File: src/rtl/dbg_ins_enc_pkg.sv
// dbg_ins_enc_pkg: op/state types and RV32I/Zicsr encoding constants for the debug instruction encoder.
// Op 5 (MRET) is legal only when DBG_INS_ENC_MRET_EN is defined.
package dbg_ins_enc_pkg;
    typedef enum logic [2:0] {
        OP_LI   = 3'd0,
        OP_CSRR = 3'd1,
        OP_CSRW = 3'd2,
        OP_LW   = 3'd3,
        OP_SW   = 3'd4,
        OP_MRET = 3'd5
    } op_e;

    typedef enum logic [1:0] {IDLE, INS0, INS1, DRAIN} state_e;
    typedef enum logic [1:0] {FMT_U, FMT_I, FMT_S} fmt_e;

    localparam logic [6:0] OPC_LUI    = 7'h37;
    localparam logic [6:0] OPC_OP_IMM = 7'h13;
    localparam logic [6:0] OPC_SYSTEM = 7'h73;
    localparam logic [6:0] OPC_LOAD   = 7'h03;
    localparam logic [6:0] OPC_STORE  = 7'h23;

    localparam logic [2:0] F3_ADDI  = 3'd0;
    localparam logic [2:0] F3_CSRRW = 3'd1;
    localparam logic [2:0] F3_CSRRS = 3'd2;
    localparam logic [2:0] F3_LW    = 3'd2;
    localparam logic [2:0] F3_SW    = 3'd2;

    localparam logic [31:0] NOP  = 32'h0000_0013;
    localparam logic [31:0] MRET = 32'h3020_0073;

    function automatic logic op_legal(input logic [2:0] op);
`ifdef DBG_INS_ENC_MRET_EN
        return op <= 3'd5;
`else
        return op <= 3'd4;
`endif
    endfunction
endpackage

File: src/rtl/rv32_ins_fmt.sv
// rv32_ins_fmt: packs U/I/S-type RV32 instruction words from their fields.
module rv32_ins_fmt
    import dbg_ins_enc_pkg::*;
(
    input  fmt_e        fmt_i,
    input  logic [6:0]  opcode_i,
    input  logic [4:0]  rd_i,
    input  logic [2:0]  funct3_i,
    input  logic [4:0]  rs1_i,
    input  logic [4:0]  rs2_i,
    input  logic [19:0] imm_i,
    output logic [31:0] ins_o
);
    always_comb
        ins_o = fmt_i == FMT_U ? {imm_i, rd_i, opcode_i}
              : fmt_i == FMT_S ? {imm_i[11:5], rs2_i, rs1_i, funct3_i, imm_i[4:0], opcode_i}
              : {imm_i[11:0], rs1_i, funct3_i, rd_i, opcode_i};
endmodule

File: src/rtl/dbg_ins_encoder.sv
// dbg_ins_encoder: encodes abstract debug commands into RV32I/Zicsr words and streams them, then drain NOPs.
// Define DBG_INS_ENC_MRET_EN to accept op 5 (MRET).
module dbg_ins_encoder
    import dbg_ins_enc_pkg::*;
#(
    parameter int DRAIN_NOPS = 4
) (
    input  logic        clk,
    input  logic        rst_n,
    input  logic        cmd_valid,
    output logic        cmd_ready,
    input  logic [2:0]  cmd_op,
    input  logic [4:0]  cmd_rd,
    input  logic [4:0]  cmd_rs,
    input  logic [4:0]  cmd_rs2,
    input  logic [11:0] cmd_csr,
    input  logic [31:0] cmd_imm,
    input  logic        abort,
    output logic        ins_valid,
    input  logic        ins_ready,
    output logic [31:0] ins_out,
    output logic        busy,
    output logic        done,
    output logic        err
);
    localparam int CW = DRAIN_NOPS < 2 ? 1 : $clog2(DRAIN_NOPS + 1);

    state_e         state_q;
    op_e            op_q;
    logic [4:0]     rd_q, rs_q, rs2_q;
    logic [11:0]    csr_q;
    logic [31:0]    imm_q;
    logic           long_q, ins_valid_q, done_q, err_q;
    logic [31:0]    ins_out_q;
    logic [CW-1:0]  cnt_q;

    logic           idle, long_d;
    op_e            op_s;
    logic [4:0]     rd_s, rs_s, rs2_s, rd_f, rs1_f;
    logic [11:0]    csr_s;
    logic [31:0]    imm_s, fmt_ins, ins_d;
    logic [19:0]    hi_s, imm_f;
    fmt_e           fmt;
    logic [6:0]     opc;
    logic [2:0]     f3;

    assign idle = state_q == IDLE;

    // In IDLE the next word is slot 0 of the incoming command, otherwise slot 1 of the latched one
    always_comb begin
        op_s   = idle ? op_e'(cmd_op) : op_q;
        rd_s   = idle ? cmd_rd : rd_q;
        rs_s   = idle ? cmd_rs : rs_q;
        rs2_s  = idle ? cmd_rs2 : rs2_q;
        csr_s  = idle ? cmd_csr : csr_q;
        imm_s  = idle ? cmd_imm : imm_q;
        hi_s   = imm_s[31:12] + {19'd0, imm_s[11]};
        long_d = op_s == OP_LI && hi_s != 20'd0;
        fmt    = FMT_I;
        opc    = OPC_OP_IMM;
        f3     = F3_ADDI;
        rd_f   = rd_s;
        rs1_f  = 5'd0;
        imm_f  = {8'd0, imm_s[11:0]};
        case (op_s)
            OP_LI: begin
                fmt   = idle && long_d ? FMT_U : FMT_I;
                opc   = idle && long_d ? OPC_LUI : OPC_OP_IMM;
                imm_f = idle && long_d ? hi_s : {8'd0, imm_s[11:0]};
                rs1_f = idle ? 5'd0 : rd_s;
            end
            OP_CSRR: begin
                opc   = OPC_SYSTEM;
                f3    = F3_CSRRS;
                imm_f = {8'd0, csr_s};
            end
            OP_CSRW: begin
                opc   = OPC_SYSTEM;
                f3    = F3_CSRRW;
                rd_f  = 5'd0;
                rs1_f = rs_s;
                imm_f = {8'd0, csr_s};
            end
            OP_LW: begin
                opc   = OPC_LOAD;
                f3    = F3_LW;
                rs1_f = rs_s;
            end
            OP_SW: begin
                fmt   = FMT_S;
                opc   = OPC_STORE;
                f3    = F3_SW;
                rs1_f = rs_s;
            end
            default: ;
        endcase
    end

    rv32_ins_fmt u_fmt (
        .fmt_i   (fmt),
        .opcode_i(opc),
        .rd_i    (rd_f),
        .funct3_i(f3),
        .rs1_i   (rs1_f),
        .rs2_i   (rs2_s),
        .imm_i   (imm_f),
        .ins_o   (fmt_ins)
    );

    assign ins_d = op_s == OP_MRET ? MRET : fmt_ins;

    always_ff @(posedge clk or negedge rst_n) begin
        if (!rst_n) begin
            state_q     <= IDLE;
            op_q        <= OP_LI;
            rd_q        <= '0;
            rs_q        <= '0;
            rs2_q       <= '0;
            csr_q       <= '0;
            imm_q       <= '0;
            long_q      <= 1'b0;
            ins_valid_q <= 1'b0;
            ins_out_q   <= NOP;
            done_q      <= 1'b0;
            err_q       <= 1'b0;
            cnt_q       <= '0;
        end else begin
            done_q <= 1'b0;
            err_q  <= 1'b0;
            if (abort) begin
                state_q     <= IDLE;
                ins_valid_q <= 1'b0;
                ins_out_q   <= NOP;
                cnt_q       <= '0;
            end else if (idle) begin
                if (cmd_valid && op_legal(cmd_op)) begin
                    state_q     <= INS0;
                    op_q        <= op_s;
                    rd_q        <= cmd_rd;
                    rs_q        <= cmd_rs;
                    rs2_q       <= cmd_rs2;
                    csr_q       <= cmd_csr;
                    imm_q       <= cmd_imm;
                    long_q      <= long_d;
                    ins_valid_q <= 1'b1;
                    ins_out_q   <= ins_d;
                end else if (cmd_valid) begin
                    err_q <= 1'b1;
                end
            end else if (ins_ready) begin
                if (state_q == INS0 && long_q) begin
                    state_q   <= INS1;
                    ins_out_q <= ins_d;
                end else if (state_q == DRAIN ? cnt_q == CW'(1) : DRAIN_NOPS == 0) begin
                    state_q     <= IDLE;
                    ins_valid_q <= 1'b0;
                    ins_out_q   <= NOP;
                    done_q      <= 1'b1;
                    cnt_q       <= '0;
                end else begin
                    state_q   <= DRAIN;
                    ins_out_q <= NOP;
                    cnt_q     <= state_q == DRAIN ? cnt_q - 1'b1 : CW'(DRAIN_NOPS);
                end
            end
        end
    end

    assign cmd_ready = idle;
    assign busy      = !idle;
    assign ins_valid = ins_valid_q;
    assign ins_out   = ins_out_q;
    assign done      = done_q;
    assign err       = err_q;
endmodule

File: config.mk
export PLATFORM = sky130hd
export DESIGN_NAME = dbg_ins_encoder
export DESIGN_NICKNAME = d
export VERILOG_FILES = /design/src/rtl/dbg_ins_enc_pkg.sv /design/src/rtl/rv32_ins_fmt.sv /design/src/rtl/dbg_ins_encoder.sv
export SDC_FILE = /design/constraint.sdc
export NUM_CORES = 1
export LEC_CHECK = 0
export ABC_AREA = 1
export BUFFER_PORTS_ARGS = -buffer_cell sky130_fd_sc_hd__buf_2
export CAP_MARGIN = 20
export CORE_UTILIZATION = 62
export CTS_CLUSTER_SIZE = 8
export DETAILED_ROUTE_END_ITERATION = 6
export GPL_TIMING_DRIVEN = 0
export PLACE_DENSITY_LB_ADDON = 0.1
export SLEW_MARGIN = 20
export SYNTH_ARGS = -nofsm -noshare
export SYNTH_HDL_FRONTEND = slang
export SYNTH_SLANG_ARGS = --single-unit
export TNS_END_PERCENT = 10
File: constraint.sdc
create_clock -name clk -period 5.85 [get_ports clk]
set_input_delay 0.585 -clock clk [delete_from_list [all_inputs] [get_ports clk]]
set_output_delay 0.585 -clock clk [all_outputs]
set_load 0.05 [all_outputs]
==> qor_table.md <==
| Parameter | This run |
|---|---|
| Cell type contributing the most total cell area after synthesis | dfrtp_1 |
| First-pass iteration count of the detailed router | 5 |
| Most common cell type on the critical path | nand2_1 |
| Required arrival time at the worst endpoint | 6.12 ns |
| Post-synthesis cell area | 6420 sq um |
| Fraction of final layout cells sized beyond drive strength 1 | 0.191 |
| Count of vias placed by the detailed router | 6547 |
| Initial DRC count | 709 |
| Count of antenna-violating nets left after detailed routing | 0 |
| Clk Latency, worst-skew pair | 0.39 ns |
| Largest incremental delay on the critical path | 0.46 ns |
| Die Width | 104 um |
| Sum of overflow across all layers after global routing | 0 |
| Worst reg2reg path depth | 27 |
| Buffers & Inverters on Critical Path | 8 |
| Slew Limit Fails | 0 |
| H-tree levels | 3 |
| Synth async-reset ratio | 1.00 |
| Vert. Die Dim | 104 um |
| Via count of the first global-routing pass | 5830 |
| Util after Layout | 0.739 |
| Final hold viol count | 0 |
| Wire length of the first global-routing pass | 30100 um |
| Number of sinks handled by clock tree synthesis | 100 |
| Final total negative setup slack | 0 ns |
| FF-to-FF setup slack | 0.69 ns |
| IR Drop Worst-Case VDD | 0.303 mV |
| Number of warnings printed during yosys synthesis | 0 |
| Final setup violation count | 0 |
| Cts-stage hold buffer count | 0 |
| Average wire per cell in the routed design | 16.0 um |
| Vias per std cell | 5.58 |
| Multi-input combinational cell area | 3250 sq um |
| Maximum number of pins on one net before global-route repair | 55 |
| Nets | 1107 |
| Pwr Density | 488 nW/um^2 |
| Min-delay worst type | in -> async |
| TritonCTS clock tree | built |
| Fraction of the cycle the final worst path needs | 0.883 |
| CTS buffer count | 9 |
| Post-layout minimum cycle time | 5.16 ns |
| Worst-case headroom to the max-slew limit | 0.506 |
| Run status | complete, no violations |
| Number of distinct library cell variants in the gate-level netlist after synthesis | 45 |
| Number of instances in the synthesized netlist | 923 |
| Category of the critical setup timing path | reg -> reg |
| Endpoint of the worst-slack reg-to-reg timing path | ins_out[18]$_DFFE_PN0P_ |
| Post-synthesis average cell area | 6.96 sq um |
| Startpoint of the worst-slack reg-to-reg timing path | state_q[1]$_DFFE_PN0P_ |
| Floorplan row count | 36 |
| Final Skew | 0.00666 ns |
| Clock-pin slew of the registers on the worst-case setup and hold paths | 0.10 ns |
| Data arrival time of the critical path | 5.43 ns |
| Master of the slowest instance on the critical path | dfrtp_1 |
| Placer congestion estimate | 0.992 |
| Setup ws final | 0.687 ns |
| Leading cell types by total area after synthesis | dfrtp_1 39%, nand2_1 19%, o21ai_0 8.0% |
| Post-detailed-routing wire length | 18800 um |
| Total Power Consumption | 0.00357 W |
| Worst setup EP type | register |
| Antenna violations before repair | 0 |
| Static Leakage | 3.78 nW |
| I/O Pins | 104 |
| Max-cap violations | 0 |
| RSZ-0062 raised after global routing | no |
| Top-area cell type share of the netlist area | 0.386 |
| Achievable clock frequency | 194 MHz |
| Number of synthesized flops with an enable pin | 0 |
| Total of buffers placed on input and output ports | 100 |
| Placed insts | 1158 |
| Worst Tran Pin Value | 0.733 ns |
| CP max FO | 10 |
| Cell family with most CP delay | buffers and inverters |
| Register cell area after layout | 2500 sq um |
| Post-synthesis sequential area ratio | 0.390 |
| Type of element launching the critical path | register |
| Primary flip-flop cell chosen by synthesis mapping | dfrtp_1 |
| Core area | 9910 sq um |
| Post_cts resized | 0 |
| Number of register bits inferred by synthesis | 100 |
| Global routing usage summed across all routing layers | 0.361 |
| Clock buffer depth | 2 |
| Count of inserted antenna diode cells | 0 |
| DRC errors left | 0 |
| Setup repair bufs after CTS | 0 |
| Fillcell total | 859 |
| Die ar. | 10800 sq um |
| Initial core utilization | 0.648 |
| Post-route non-filler standard cell count | 1174 |
| Post-DP HPWL | 14600 um |
| Layout overhead on the synthesized area | 14.0% |
| Setup WS pre-CTS | 0.821 ns |
| Clk root buf | clkbuf_8 |
==> synth_stat cells, types with 2 or more instances <==
cell / instances
buf_6: 5
clkinv_1: 3
nor2_2: 8
o21ai_2: 9
o211ai_1: 9
nand2_2: 14
o22ai_1: 2
nand3_2: 5
nand3_4: 2
dfrtp_1: 99
nand2_4: 2
buf_2: 5
a32o_1: 4
buf_8: 2
a32oi_1: 2
clkbuf_1: 21
o21ai_0: 103
ha_1: 4
inv_1: 109
buf_4: 4
nor2_4: 7
nand2_1: 319
mux2i_1: 7
buf_1: 4
a21oi_1: 20
nand3_1: 39
or2_2: 8
inv_2: 5
conb_1: 2
nor2_1: 52
nor3_1: 2
o21ai_1: 19
nand4_1: 12
a22o_1: 4
==> placed cells by master (no fill, tap or decap), types with 2 or more instances in the layout <==
master / netlist / layout
a21oi_1: 20 / 20
a22o_1: 4 / 4
a32o_1: 4 / 4
a32oi_1: 2 / 2
buf_1: 4 / 4
buf_2: 5 / 104
buf_4: 4 / 4
buf_6: 5 / 6
buf_8: 2 / 2
clkbuf_1: 21 / 21
clkbuf_8: 0 / 11
clkinv_1: 3 / 3
clkinvlp_4: 0 / 2
conb_1: 2 / 3
dfrtp_1: 99 / 99
ha_1: 4 / 4
inv_1: 109 / 109
inv_2: 5 / 5
mux2i_1: 7 / 7
nand2_1: 319 / 319
nand2_2: 14 / 14
nand2_4: 2 / 2
nand3_1: 39 / 39
nand3_2: 5 / 5
nand3_4: 2 / 2
nand4_1: 12 / 12
nor2_1: 52 / 52
nor2_2: 8 / 8
nor2_4: 7 / 7
nor3_1: 2 / 2
o211ai_1: 9 / 9
o21ai_0: 103 / 103
o21ai_1: 19 / 19
o21ai_2: 9 / 9
o22ai_1: 2 / 2
or2_2: 8 / 8
==> cell families (layout without fill, tap and decap cells) <==
family	after synthesis	after routing	synth area share
adders and majority gates	4	4	0.00780
other	2	3	0.00117
DFF	100	100	0.390
buffers and inverters	158	275	0.105
xor gates and xnor gates	1	1	0.00253
muxes	7	7	0.0109
AOI/OAI and AO/OA	178	178	0.158
and+or+nand+nor	473	473	0.324
==> per-stage QoR <==
step,area [sq um],hold WS (ns)
floorplan,6420,0.289
global placement,7090,0.449
detailed placement,7120,0.454
CTS,7320,0.121
global route,7320,0.148
finish,7320,0.111
==> worst max path at each step <==
stage	startpoint	to	slack, ns	cells past startpoint
after global routing	state_q[1]$_DFFE_PN0P_	ins_out[24]$_DFFE_PN0P_	0.28	29
final	state_q[1]$_DFFE_PN0P_	ins_out[18]$_DFFE_PN0P_	0.69	27
after CTS	state_q[1]$_DFFE_PN0P_	ins_out[24]$_DFFE_PN0P_	0.78	27
after global placement	state_q[1]$_DFFE_PN0P_	ins_out[18]$_DFFE_PN0P_	0.84	25
after detailed placement	state_q[1]$_DFFE_PN0P_	ins_out[18]$_DFFE_PN0P_	0.82	27
after floorplan	state_q[1]$_DFFE_PN0P_	ins_out[18]$_DFFE_PN0P_	1.44	24
==> final cells by class <==
cell class                      instances  area share
Sequential cell                       100       0.342
Clock buffer                           11      0.0207
Tap cell                              133      0.0227
Timing Repair Buffer                  101      0.0730
Buffer                                 41      0.0321
Inverter                              117      0.0600
Clock inverter                          5     0.00598
Multi-Input combinational cell        666       0.443
==> flip-flops by register name, summed over array words and instances (netlist names) <==
name	flops
cnt_q	3
csr_q	12
done	1
err	1
imm_q	32
ins_out	29
ins_valid	1
long_q	1
op_q	3
rd_q	5
rs2_q	5
rs_q	5
state_q	2
==> layer usage <==
metal,vias up,routed length (um),GRT usage
met4,0,475,0.123
met5,-,0,0
met3,36,1850,0.0692
li1,3165,-,-
met2,348,8000,0.525
met1,2998,8450,0.537
==> power by group <==
part | switching, W | total [W] | internal (W)
sequential | 0.000130 | 0.00109 | 0.000963
clock | 0.000258 | 0.000441 | 0.000183
combinational | 0.00144 | 0.00204 | 0.000597
==> worst register-to-register path, cell delays in order (launching register included) <==
cell and delay [ns]:
dfrtp_1 0.46, nor2_4 0.26, buf_8 0.21, buf_8 0.15
buf_6 0.16, buf_2 0.26, clkbuf_1 0.37, buf_1 0.45
nand2_1 0.10, o21ai_0 0.16, ha_1 0.32, ha_1 0.25
nand3_2 0.14, nor2_4 0.19, nand2_2 0.10, clkinv_1 0.09
nand3b_1 0.07, nand2_1 0.15, nand2_1 0.08, nor2_2 0.13
nand3_4 0.13, nand3_2 0.11, buf_6 0.15, o21ai_1 0.07
nand2_1 0.07, o21ai_1 0.07, o21ai_1 0.22, nand3_1 0.09
Note: power is estimated with default switching activity, not from simulation.
